**src/rtl/pipeline_hazard_ctrl_if.sv**
```systemverilog
// Hazard-control bus between the pipeline datapath (master) and
// pipeline_hazard_ctrl (slave): register indices and stage flags in,
// forwarding selects and stall/flush controls out.
interface pipeline_hazard_ctrl_if;
  logic [4:0] Rs1D;
  logic [4:0] Rs2D;
  logic [4:0] Rs1E;
  logic [4:0] Rs2E;
  logic [4:0] RdE;
  logic [4:0] RdM;
  logic [4:0] RdW;
  logic       RegWriteM;
  logic       RegWriteW;
  logic       ResultSrcE;
  logic       PCSrcE;
  logic       LongOpE;
  logic [1:0] ForwardAE;
  logic [1:0] ForwardBE;
  logic       StallF;
  logic       StallD;
  logic       StallE;
  logic       FlushD;
  logic       FlushE;
  logic       FlushM;
  logic       LongDone;

  modport master (
    output Rs1D, Rs2D, Rs1E, Rs2E, RdE, RdM, RdW,
    output RegWriteM, RegWriteW, ResultSrcE, PCSrcE, LongOpE,
    input  ForwardAE, ForwardBE, StallF, StallD, StallE,
    input  FlushD, FlushE, FlushM, LongDone
  );

  modport slave (
    input  Rs1D, Rs2D, Rs1E, Rs2E, RdE, RdM, RdW,
    input  RegWriteM, RegWriteW, ResultSrcE, PCSrcE, LongOpE,
    output ForwardAE, ForwardBE, StallF, StallD, StallE,
    output FlushD, FlushE, FlushM, LongDone
  );
endinterface

```
**src/rtl/pipeline_hazard_ctrl.sv**
```systemverilog
// Hazard and sequencing controller for the 5-stage RISC-V core.
// Forwarding selects, load-use / branch stall-flush generation, and an
// IDLE/BUSY sequencer that freezes F/D/E while a multi-cycle op sits in E.
// Optional macro HAZARD_PERF_CNT_EN adds the StallCycles counter port.
// Controls are decoded combinationally from the registered sequencer state
// and the current stage inputs, so they act in the same cycle the hazard
// is visible.
module pipeline_hazard_ctrl #(
  parameter int unsigned LONG_LAT = 4,
  parameter int unsigned CNT_W    = 4
) (
  input  logic                    clk,
  input  logic                    rst,
  pipeline_hazard_ctrl_if.slave   hz
`ifdef HAZARD_PERF_CNT_EN
  ,
  output logic [31:0]             StallCycles
`endif
);

  typedef enum logic {IDLE, BUSY} state_t;

  state_t             state_q;
  logic [CNT_W-1:0]   cnt_q;
  logic               done_q;
  logic               lw_stall;
  logic               long_start;

  // Forwarding select for one operand; Memory stage beats Writeback
  function automatic logic [1:0] fwd_sel(input logic       wr_m,
                                         input logic [4:0] rd_m,
                                         input logic       wr_w,
                                         input logic [4:0] rd_w,
                                         input logic [4:0] rs);
    if (wr_m && (rd_m != 5'd0) && (rd_m == rs))      return 2'b10;
    else if (wr_w && (rd_w != 5'd0) && (rd_w == rs)) return 2'b01;
    else                                             return 2'b00;
  endfunction

  // Load in E whose destination is read by the instruction in D
  assign lw_stall = hz.ResultSrcE && (hz.RdE != 5'd0) &&
                    ((hz.RdE == hz.Rs1D) || (hz.RdE == hz.Rs2D));

  // A long op starts in IDLE unless it is being flushed by a taken branch;
  // the completion cycle still holds the finishing op in E, so it cannot restart
  assign long_start = (state_q == IDLE) && !done_q && hz.LongOpE && !hz.PCSrcE;

  // Sequencer: the entry cycle counts as the first of LONG_LAT, the done
  // cycle as the last; BUSY covers the LONG_LAT-2 cycles in between
  always_ff @(posedge clk or negedge rst) begin
    if (!rst) begin
      state_q <= IDLE;
      cnt_q   <= '0;
      done_q  <= 1'b0;
    end else begin
      done_q <= 1'b0;
      case (state_q)
        IDLE: begin
          if (long_start) begin
            if (LONG_LAT <= 2) begin
              done_q <= 1'b1;
            end else begin
              state_q <= BUSY;
              cnt_q   <= CNT_W'(LONG_LAT - 2);
            end
          end
        end
        BUSY: begin
          if (cnt_q == CNT_W'(1)) begin
            state_q <= IDLE;
            cnt_q   <= '0;
            done_q  <= 1'b1;
          end else begin
            cnt_q <= cnt_q - CNT_W'(1);
          end
        end
        default: state_q <= IDLE;
      endcase
    end
  end

  // Control decode; everything is forced low while reset is held
  always_comb begin
    hz.ForwardAE = 2'b00;
    hz.ForwardBE = 2'b00;
    hz.StallF    = 1'b0;
    hz.StallD    = 1'b0;
    hz.StallE    = 1'b0;
    hz.FlushD    = 1'b0;
    hz.FlushE    = 1'b0;
    hz.FlushM    = 1'b0;
    hz.LongDone  = 1'b0;
    if (rst) begin
      hz.ForwardAE = fwd_sel(hz.RegWriteM, hz.RdM, hz.RegWriteW, hz.RdW, hz.Rs1E);
      hz.ForwardBE = fwd_sel(hz.RegWriteM, hz.RdM, hz.RegWriteW, hz.RdW, hz.Rs2E);
      if (state_q == BUSY) begin
        hz.StallF = 1'b1;
        hz.StallD = 1'b1;
        hz.StallE = 1'b1;
        hz.FlushM = 1'b1;
      end else begin
        hz.StallF   = long_start || (lw_stall && !hz.PCSrcE);
        hz.StallD   = long_start || (lw_stall && !hz.PCSrcE);
        hz.StallE   = long_start;
        hz.FlushM   = long_start;
        hz.FlushD   = hz.PCSrcE;
        hz.FlushE   = (hz.PCSrcE || lw_stall) && !long_start;
        hz.LongDone = done_q;
      end
    end
  end

`ifdef HAZARD_PERF_CNT_EN
  // Count of cycles Decode was held; wraps naturally at 2^32
  always_ff @(posedge clk or negedge rst) begin
    if (!rst) StallCycles <= 32'd0;
    else if (hz.StallD) StallCycles <= StallCycles + 32'd1;
  end
`endif

endmodule
```
**src/flat_wrapper.sv**
```systemverilog
// flat-port wrapper written by rule: the top's interface ports become plain ports
module pipeline_hazard_ctrl_flat 
#(
  parameter int unsigned LONG_LAT = 4,
  parameter int unsigned CNT_W    = 4
)
  (clk, rst, hz_Rs1D, hz_Rs2D, hz_Rs1E, hz_Rs2E, hz_RdE, hz_RdM, hz_RdW, hz_RegWriteM, hz_RegWriteW, hz_ResultSrcE, hz_PCSrcE, hz_LongOpE, hz_ForwardAE, hz_ForwardBE, hz_StallF, hz_StallD, hz_StallE, hz_FlushD, hz_FlushE, hz_FlushM, hz_LongDone);
  pipeline_hazard_ctrl_if hz_i ();
  input  logic clk;
  input  logic rst;
  input wire logic [$bits(hz_i.Rs1D)-1:0] hz_Rs1D;
  input wire logic [$bits(hz_i.Rs2D)-1:0] hz_Rs2D;
  input wire logic [$bits(hz_i.Rs1E)-1:0] hz_Rs1E;
  input wire logic [$bits(hz_i.Rs2E)-1:0] hz_Rs2E;
  input wire logic [$bits(hz_i.RdE)-1:0] hz_RdE;
  input wire logic [$bits(hz_i.RdM)-1:0] hz_RdM;
  input wire logic [$bits(hz_i.RdW)-1:0] hz_RdW;
  input wire logic [$bits(hz_i.RegWriteM)-1:0] hz_RegWriteM;
  input wire logic [$bits(hz_i.RegWriteW)-1:0] hz_RegWriteW;
  input wire logic [$bits(hz_i.ResultSrcE)-1:0] hz_ResultSrcE;
  input wire logic [$bits(hz_i.PCSrcE)-1:0] hz_PCSrcE;
  input wire logic [$bits(hz_i.LongOpE)-1:0] hz_LongOpE;
  output wire logic [$bits(hz_i.ForwardAE)-1:0] hz_ForwardAE;
  output wire logic [$bits(hz_i.ForwardBE)-1:0] hz_ForwardBE;
  output wire logic [$bits(hz_i.StallF)-1:0] hz_StallF;
  output wire logic [$bits(hz_i.StallD)-1:0] hz_StallD;
  output wire logic [$bits(hz_i.StallE)-1:0] hz_StallE;
  output wire logic [$bits(hz_i.FlushD)-1:0] hz_FlushD;
  output wire logic [$bits(hz_i.FlushE)-1:0] hz_FlushE;
  output wire logic [$bits(hz_i.FlushM)-1:0] hz_FlushM;
  output wire logic [$bits(hz_i.LongDone)-1:0] hz_LongDone;
  assign hz_i.Rs1D = hz_Rs1D;
  assign hz_i.Rs2D = hz_Rs2D;
  assign hz_i.Rs1E = hz_Rs1E;
  assign hz_i.Rs2E = hz_Rs2E;
  assign hz_i.RdE = hz_RdE;
  assign hz_i.RdM = hz_RdM;
  assign hz_i.RdW = hz_RdW;
  assign hz_i.RegWriteM = hz_RegWriteM;
  assign hz_i.RegWriteW = hz_RegWriteW;
  assign hz_i.ResultSrcE = hz_ResultSrcE;
  assign hz_i.PCSrcE = hz_PCSrcE;
  assign hz_i.LongOpE = hz_LongOpE;
  assign hz_ForwardAE = hz_i.ForwardAE;
  assign hz_ForwardBE = hz_i.ForwardBE;
  assign hz_StallF = hz_i.StallF;
  assign hz_StallD = hz_i.StallD;
  assign hz_StallE = hz_i.StallE;
  assign hz_FlushD = hz_i.FlushD;
  assign hz_FlushE = hz_i.FlushE;
  assign hz_FlushM = hz_i.FlushM;
  assign hz_LongDone = hz_i.LongDone;
  pipeline_hazard_ctrl #(.LONG_LAT(LONG_LAT), .CNT_W(CNT_W)) u_core (.clk(clk), .rst(rst), .hz(hz_i));
endmodule
```
**config.mk**
```make
export PLATFORM = sky130hd
export DESIGN_NAME = pipeline_hazard_ctrl_flat
export DESIGN_NICKNAME = d
export VERILOG_FILES = /design/src/rtl/pipeline_hazard_ctrl_if.sv /design/src/rtl/pipeline_hazard_ctrl.sv /design/src/flat_wrapper.sv
export SDC_FILE = /design/constraint.sdc
export NUM_CORES = 1
export LEC_CHECK = 0
export ABC_AREA = 1
export BUFFER_PORTS_ARGS = -buffer_cell sky130_fd_sc_hd__buf_4
export CAP_MARGIN = 10
export CELL_PAD_IN_SITES_DETAIL_PLACEMENT = 1
export CELL_PAD_IN_SITES_GLOBAL_PLACEMENT = 2
export CORE_MARGIN = 2
export CORE_UTILIZATION = 19
export CTS_CLUSTER_SIZE = 24
export DETAILED_ROUTE_END_ITERATION = 16
export PLACE_DENSITY = 0.83
export SYNTH_ARGS = -nofsm -noshare
export SYNTH_HDL_FRONTEND = slang
export SYNTH_SLANG_ARGS = --single-unit
export TNS_END_PERCENT = 5
```
**constraint.sdc**
```tcl
create_clock -name clk -period 1.55 [get_ports clk]
set_input_delay 0.31 -clock clk [delete_from_list [all_inputs] [get_ports clk]]
set_output_delay 0.31 -clock clk [all_outputs]
set_load 0.02 [all_outputs]
```
Yosys cells after proc, flatten, opt, wreduce, memory -nomap -nowiden
Index checks and enable logic that the tools add are counted.

$add $sub $neg: 1. Multipliers: 0. Divide/modulo/power cells: 0. Magnitude comparators: 0. Equal/unequal tests: 8. Shifts and indexed selects: 0. Multiplexer cells: 24. Bitwise operators: 1. Reduce and logical (&&, ||, !) cells: 22.

Operators with widths (count): $eq A5 B5 Y1 (6); $mux W1 (16); $reduce_bool A5 Y1 (3); $logic_and A1 B1 Y1 (13); $mux W2 (4); $mux W4 (2); $pmux W4 S2 (1); $eq A4 B1 Y1 const B (1); $sub A4 B1 Y4 const B (1); $logic_not A1 Y1 (3); $logic_or A1 B1 Y1 (3); $ne A2 B1 Y1 const B (1); $pmux W1 S2 (1); $not A1 Y1 (1).

Register bits: 6. Bits in latches: 0. Memory bits (writable): 0. Bits in read-only memories: 0. Input port bits: 42. Output and inout port bits: 11. Word-level logic and storage cells: 59. Memories kept: 0.

Logic depth before layout (Yosys ltp)
Depth after elaboration: 8. Mapped depth: 9. Depth with buffers taken out: 8.

Worst setup path before layout
Ideal clock, no wire load.

Path type: input-to-output. Start point: input hz_Rs1D[4]. End point: output hz_StallF. Arrival: 1148 ps. Data required time: 1240 ps. Slack: 92 ps. Stages on the path: 9. Path buffers: 1. Cell sequence: inv_1 > nand2_1 > nand2_1 > nor2_1 > nand3_1 > nand2_1 > nand2_2 > o21ai_2 > buf_4.

Cells in the longest elaborated chain, start to end: 7.

RTL lines: from (decl) (RTL line flat_wrapper.sv:11) `input wire logic [$bits(hz_i.Rs1D)-1:0] hz_Rs1D;`; $eq A5 B5 Y1 (RTL line pipeline_hazard_ctrl.sv:42) `((hz.RdE == hz.Rs1D) || (hz.RdE == hz.Rs2D));`; $logic_or A1 B1 Y1 (RTL line pipeline_hazard_ctrl.sv:42); $logic_and A1 B1 Y1 (RTL line pipeline_hazard_ctrl.sv:41) `assign lw_stall = hz.ResultSrcE && (hz.RdE != 5'd0) &&`; $logic_and A1 B1 Y1; $logic_or A1 B1 Y1; $mux W1 (2 in series); to (decl) (RTL line flat_wrapper.sv:25) `output wire logic [$bits(hz_i.StallF)-1:0] hz_StallF;`.

No other way between the ends.

Worst setup path in the final report
Start point: register u_core.state_q. End point: output hz_StallD.

Cells in the longest elaborated chain, start to end: 7.

RTL lines: from (decl) (RTL line pipeline_hazard_ctrl.sv:23) `state_t state_q;`; from (signal assigned) (RTL line pipeline_hazard_ctrl.sv:52) `state_q <= IDLE;`; from (signal assigned) (RTL line pipeline_hazard_ctrl.sv:63) `state_q <= BUSY;`; from (signal assigned) (RTL line pipeline_hazard_ctrl.sv:70) `state_q <= IDLE;`; $not A1 Y1 (RTL line pipeline_hazard_ctrl.sv:46) `assign long_start = (state_q == IDLE) && !done_q && hz.LongOpE && !hz.PCSrcE;`; $logic_and A1 B1 Y1 (3 in series) (RTL line pipeline_hazard_ctrl.sv:46); $logic_or A1 B1 Y1 (RTL line pipeline_hazard_ctrl.sv:103) `hz.StallD = long_start || (lw_stall && !hz.PCSrcE);`; $mux W1 (*) (RTL line pipeline_hazard_ctrl.sv:96) `if (state_q == BUSY) begin`; $mux W1 (*) (RTL line pipeline_hazard_ctrl.sv:93) `if (rst) begin`; to (decl) (RTL line flat_wrapper.sv:26) `output wire logic [$bits(hz_i.StallD)-1:0] hz_StallD;`.

Mark *: on every way between the ends. The rest lies on a longest branch, timed or not.

==> impl_metrics.tcl <==
set metrics [dict create \
    wl_per_cell_um 10.4 \
    synth_compound_area_share_pct 9.58 \
    ys_warn_count 0 \
    synth_xor_xnor_area_share_pct 21.3 \
    p_leak_nw 0.833 \
    clock_path_buffers 2 \
    max_slew_margin_pct 87.7 \
    die_h_um 71.4 \
    clock-sinks 6 \
    finalPower_mw 1.39 \
    clk_pin_slew_ps 40 \
    worst_setup_path_end_kind "output pin" \
    holdWs_ps 40.7 \
    cts-root-buf "clkbuf_8" \
    muxShareOfSynthArea_pct 0 \
    via_count 1069 \
    netlist_area_um2 862 \
    die_w_um 71.4 \
    ys_ff_latch 6 \
    antenna_found_initial 0 \
    finalCritPeriodShare_pct 102 \
    fin_skew_ps 2.74 \
    drc 0 \
    ant_nets 0 \
    synthCells 147 \
    critPathMaxFanout 3 \
    hpwl_um 2360 \
    max_slew.worst_pin.slew_ps 182 \
    violations "negative setup slack" \
    numCtsBuffers 3 \
    io_buffers 52 \
    post_drt_via_cell_ratio 4.06 \
    syn_nets 191 \
    initial_core_util_pct 19.8 \
    diodes 0 \
    grt_max_degree 7 \
    dr.first_iter.drc_count 15 \
    rsz0062_at_grt "yes" \
    grt_pass1_vias 1058 \
    synthSimpleGateAreaFrac_pct 33.5 \
    power.density_nw_per_um2 930 \
    synth_top_family_by_area "simple AND/OR/NAND/NOR gates" \
    arrival_ps 1260 \
    place_inst 253 \
    h-tree-depth 1 \
    yosys-top-cells-area "dfrtp_1 (17%), nand2_1 (16%), xor2_1 (11%)" \
    cts_tree "yes" \
    drive_gt1_share_pct 39.8 \
    pwr-share-clk_pct 17.5 \
    dr.pass1.iters 4 \
    synth.distinct_cells 21 \
    yosysSeqAreaShare_pct 17.4 \
    cp-start-kind "register" \
    worstPathRequired_ps 1240 \
    rr_worst_depth 7 \
    final.setup.worst_slack_ps -23.5 \
    grt_use_total_pct 11.1 \
    yosys.area.top_type "dfrtp_1" \
    finalNonFillerCells 263 \
    grt_pass1_wl_um 4560 \
    core_um2 4350 \
    io_pins 53 \
    hold_class "primary input to asynchronous set/reset pin" \
    drv_cap 0 \
    fin_tns_setup_ps -53.9 \
    gp_congestion 0.719 \
    p_seq_share_pct 19.5 \
    p_sw_share_pct 39.8 \
    syn2layout_area_growth_pct 73.4 \
    fin_crit_ps 1570 \
    hold_violations 0 \
    drv_slew 0 \
    clk-insertion-delay-late_ps 230 \
    setup-violations-final 3 \
    wirelength_um 2740 \
    yosys.area.top_type_share_pct 17.4 \
    synth_fa_ha_area_share_pct 2.90 \
    outcome "finished with violations" \
    power.switching_mw 0.553 \
    nets 257 \
    avgSynthCellArea_um2 5.86 \
    comb_power_share_pct 63.1 \
    rows 24 \
    worst_ir_drop_vdd_v 0.000357 \
    die_area_um2 5090 \
    overflow 0 \
    criticalPathCategory "register to output pin" \
    clock.fmax_ghz 0.636 \
    p_int_mw 0.837 \
]
-- metrics by stage --
| stage | util (%) | cell area, µm² | worst slack, ps |
|---|---|---|---|
| finish | 34.3 | 1500 | -23.5 |
| detailed placement | 30.6 | 1330 | -7.92 |
| global placement | 30.6 | 1330 | -20.8 |
| CTS | 33.2 | 1440 | -43.9 |
| global route | 34.3 | 1500 | -107 |
| floorplan | - | 862 | 92.1 |
-- placed cells by master, fill, tap and decap left out --
cell type      netlist  routed
nand4_1              2       2
xnor2_1             10      10
buf_6                0       5
ha_1                 2       2
xor2_1              11      11
buf_4                2      57
dfrtp_1              6       6
o22ai_1              2       2
o21ai_0              6       6
o21ai_1              1       1
nand2_2              1       3
nor2_2               0       2
clkinv_1             1       1
dlygate4sd3_1        0       1
nand3_1              8       6
nor2_1              20      17
nor3_2               0       1
o21ai_4              0       1
nand2_4              0       1
inv_2                6       7
nor3_1               4       3
a22oi_1              1       1
clkbuf_8             0       3
a21oi_2              1       1
nor2_4               0       1
inv_1               24      23
nand2_1             36      33
nand3_2              0       2
a21oi_1              2       2
-- kinds of logic after synthesis --
family,Yosys count
AOI/OAI and AO/OA,14
xor gates and xnor gates,21
adders and majority gates,2
buffers and inverters,33
DFF,6
and+or+nand+nor,71
-- layout make-up --
cell class	instances	area [µm²]
Fill cell	567	2860
Multi-Input combinational cell	108	628
Timing Repair Buffer	63	494
Sequential cell	6	150
Inverter	31	116
Tap cell	52	65.1
Clock buffer	3	41.3
-- cells in the mapped netlist, drive strengths merged --
library cell  number
clkinv             1
buf                2
dfrtp              6
nand2             37
ha                 2
inv               30
nor3               4
a21oi              3
nand4              2
o22ai              2
xnor2             10
xor2              11
a22oi              1
o21ai              8
nand3              8
nor2              20
-- power groups by stage --
| stage | combinational, mW | sequential, mW | clock, mW |
|---|---|---|---|
| final | 0.877 | 0.271 | 0.243 |
| after global placement | 0.681 | 0.267 | 0 |
| after global routing | 0.981 | 0.278 | 0.258 |
| after floorplan | 0.419 | 0.270 | 0 |
| after detailed placement | 0.692 | 0.272 | 0 |
| after CTS | 0.813 | 0.270 | 0.248 |
-- critical path, stage by stage, from the launching register on --
cell and delay, ps:
dfrtp_1 380, inv_2 80, nand4_1 140, nand2_2 150, nand2_4 70, o21ai_4 80, buf_6 140
-- worst paths after layout --
kind / slack [ps] / endpoint / start
max: -20 / hz_StallD / u_core.state_q$_DFF_PN0_
min: 40 / u_core.cnt_q[2]$_DFFE_PN0N_ / rst
max reg2reg: 260 / u_core.cnt_q[3]$_DFFE_PN0N_ / u_core.state_q$_DFF_PN0_
min reg2reg: 530 / u_core.done_q$_DFF_PN0_ / u_core.state_q$_DFF_PN0_
max in group asynchronous: 880 / u_core.cnt_q[0]$_DFFE_PN0N_ / rst
min in group clk: 430 / u_core.state_q$_DFF_PN0_ / hz_LongOpE
-- timing repair --
action,CTS,global route
setup buffers,3,3
hold buffers,1,0
pin swaps,2,4
resized for setup,11,7
setup endpoints to repair,7,8
hold endpoints to repair,3,0
-- flip-flops by register name, summed over array words and instances (netlist names) --
register	count
u_core.done_q	1
u_core.cnt_q	4
u_core.state_q	1
-- layer usage --
metal	up-vias	wire length, µm	track usage [%]
li1	571	-	-
met1	470	1140	13.7
met2	28	1460	20.0
met3	0	136	1.27
met4	0	0	3.77
met5	-	0	0
Power figures use the tool's default switching activity.
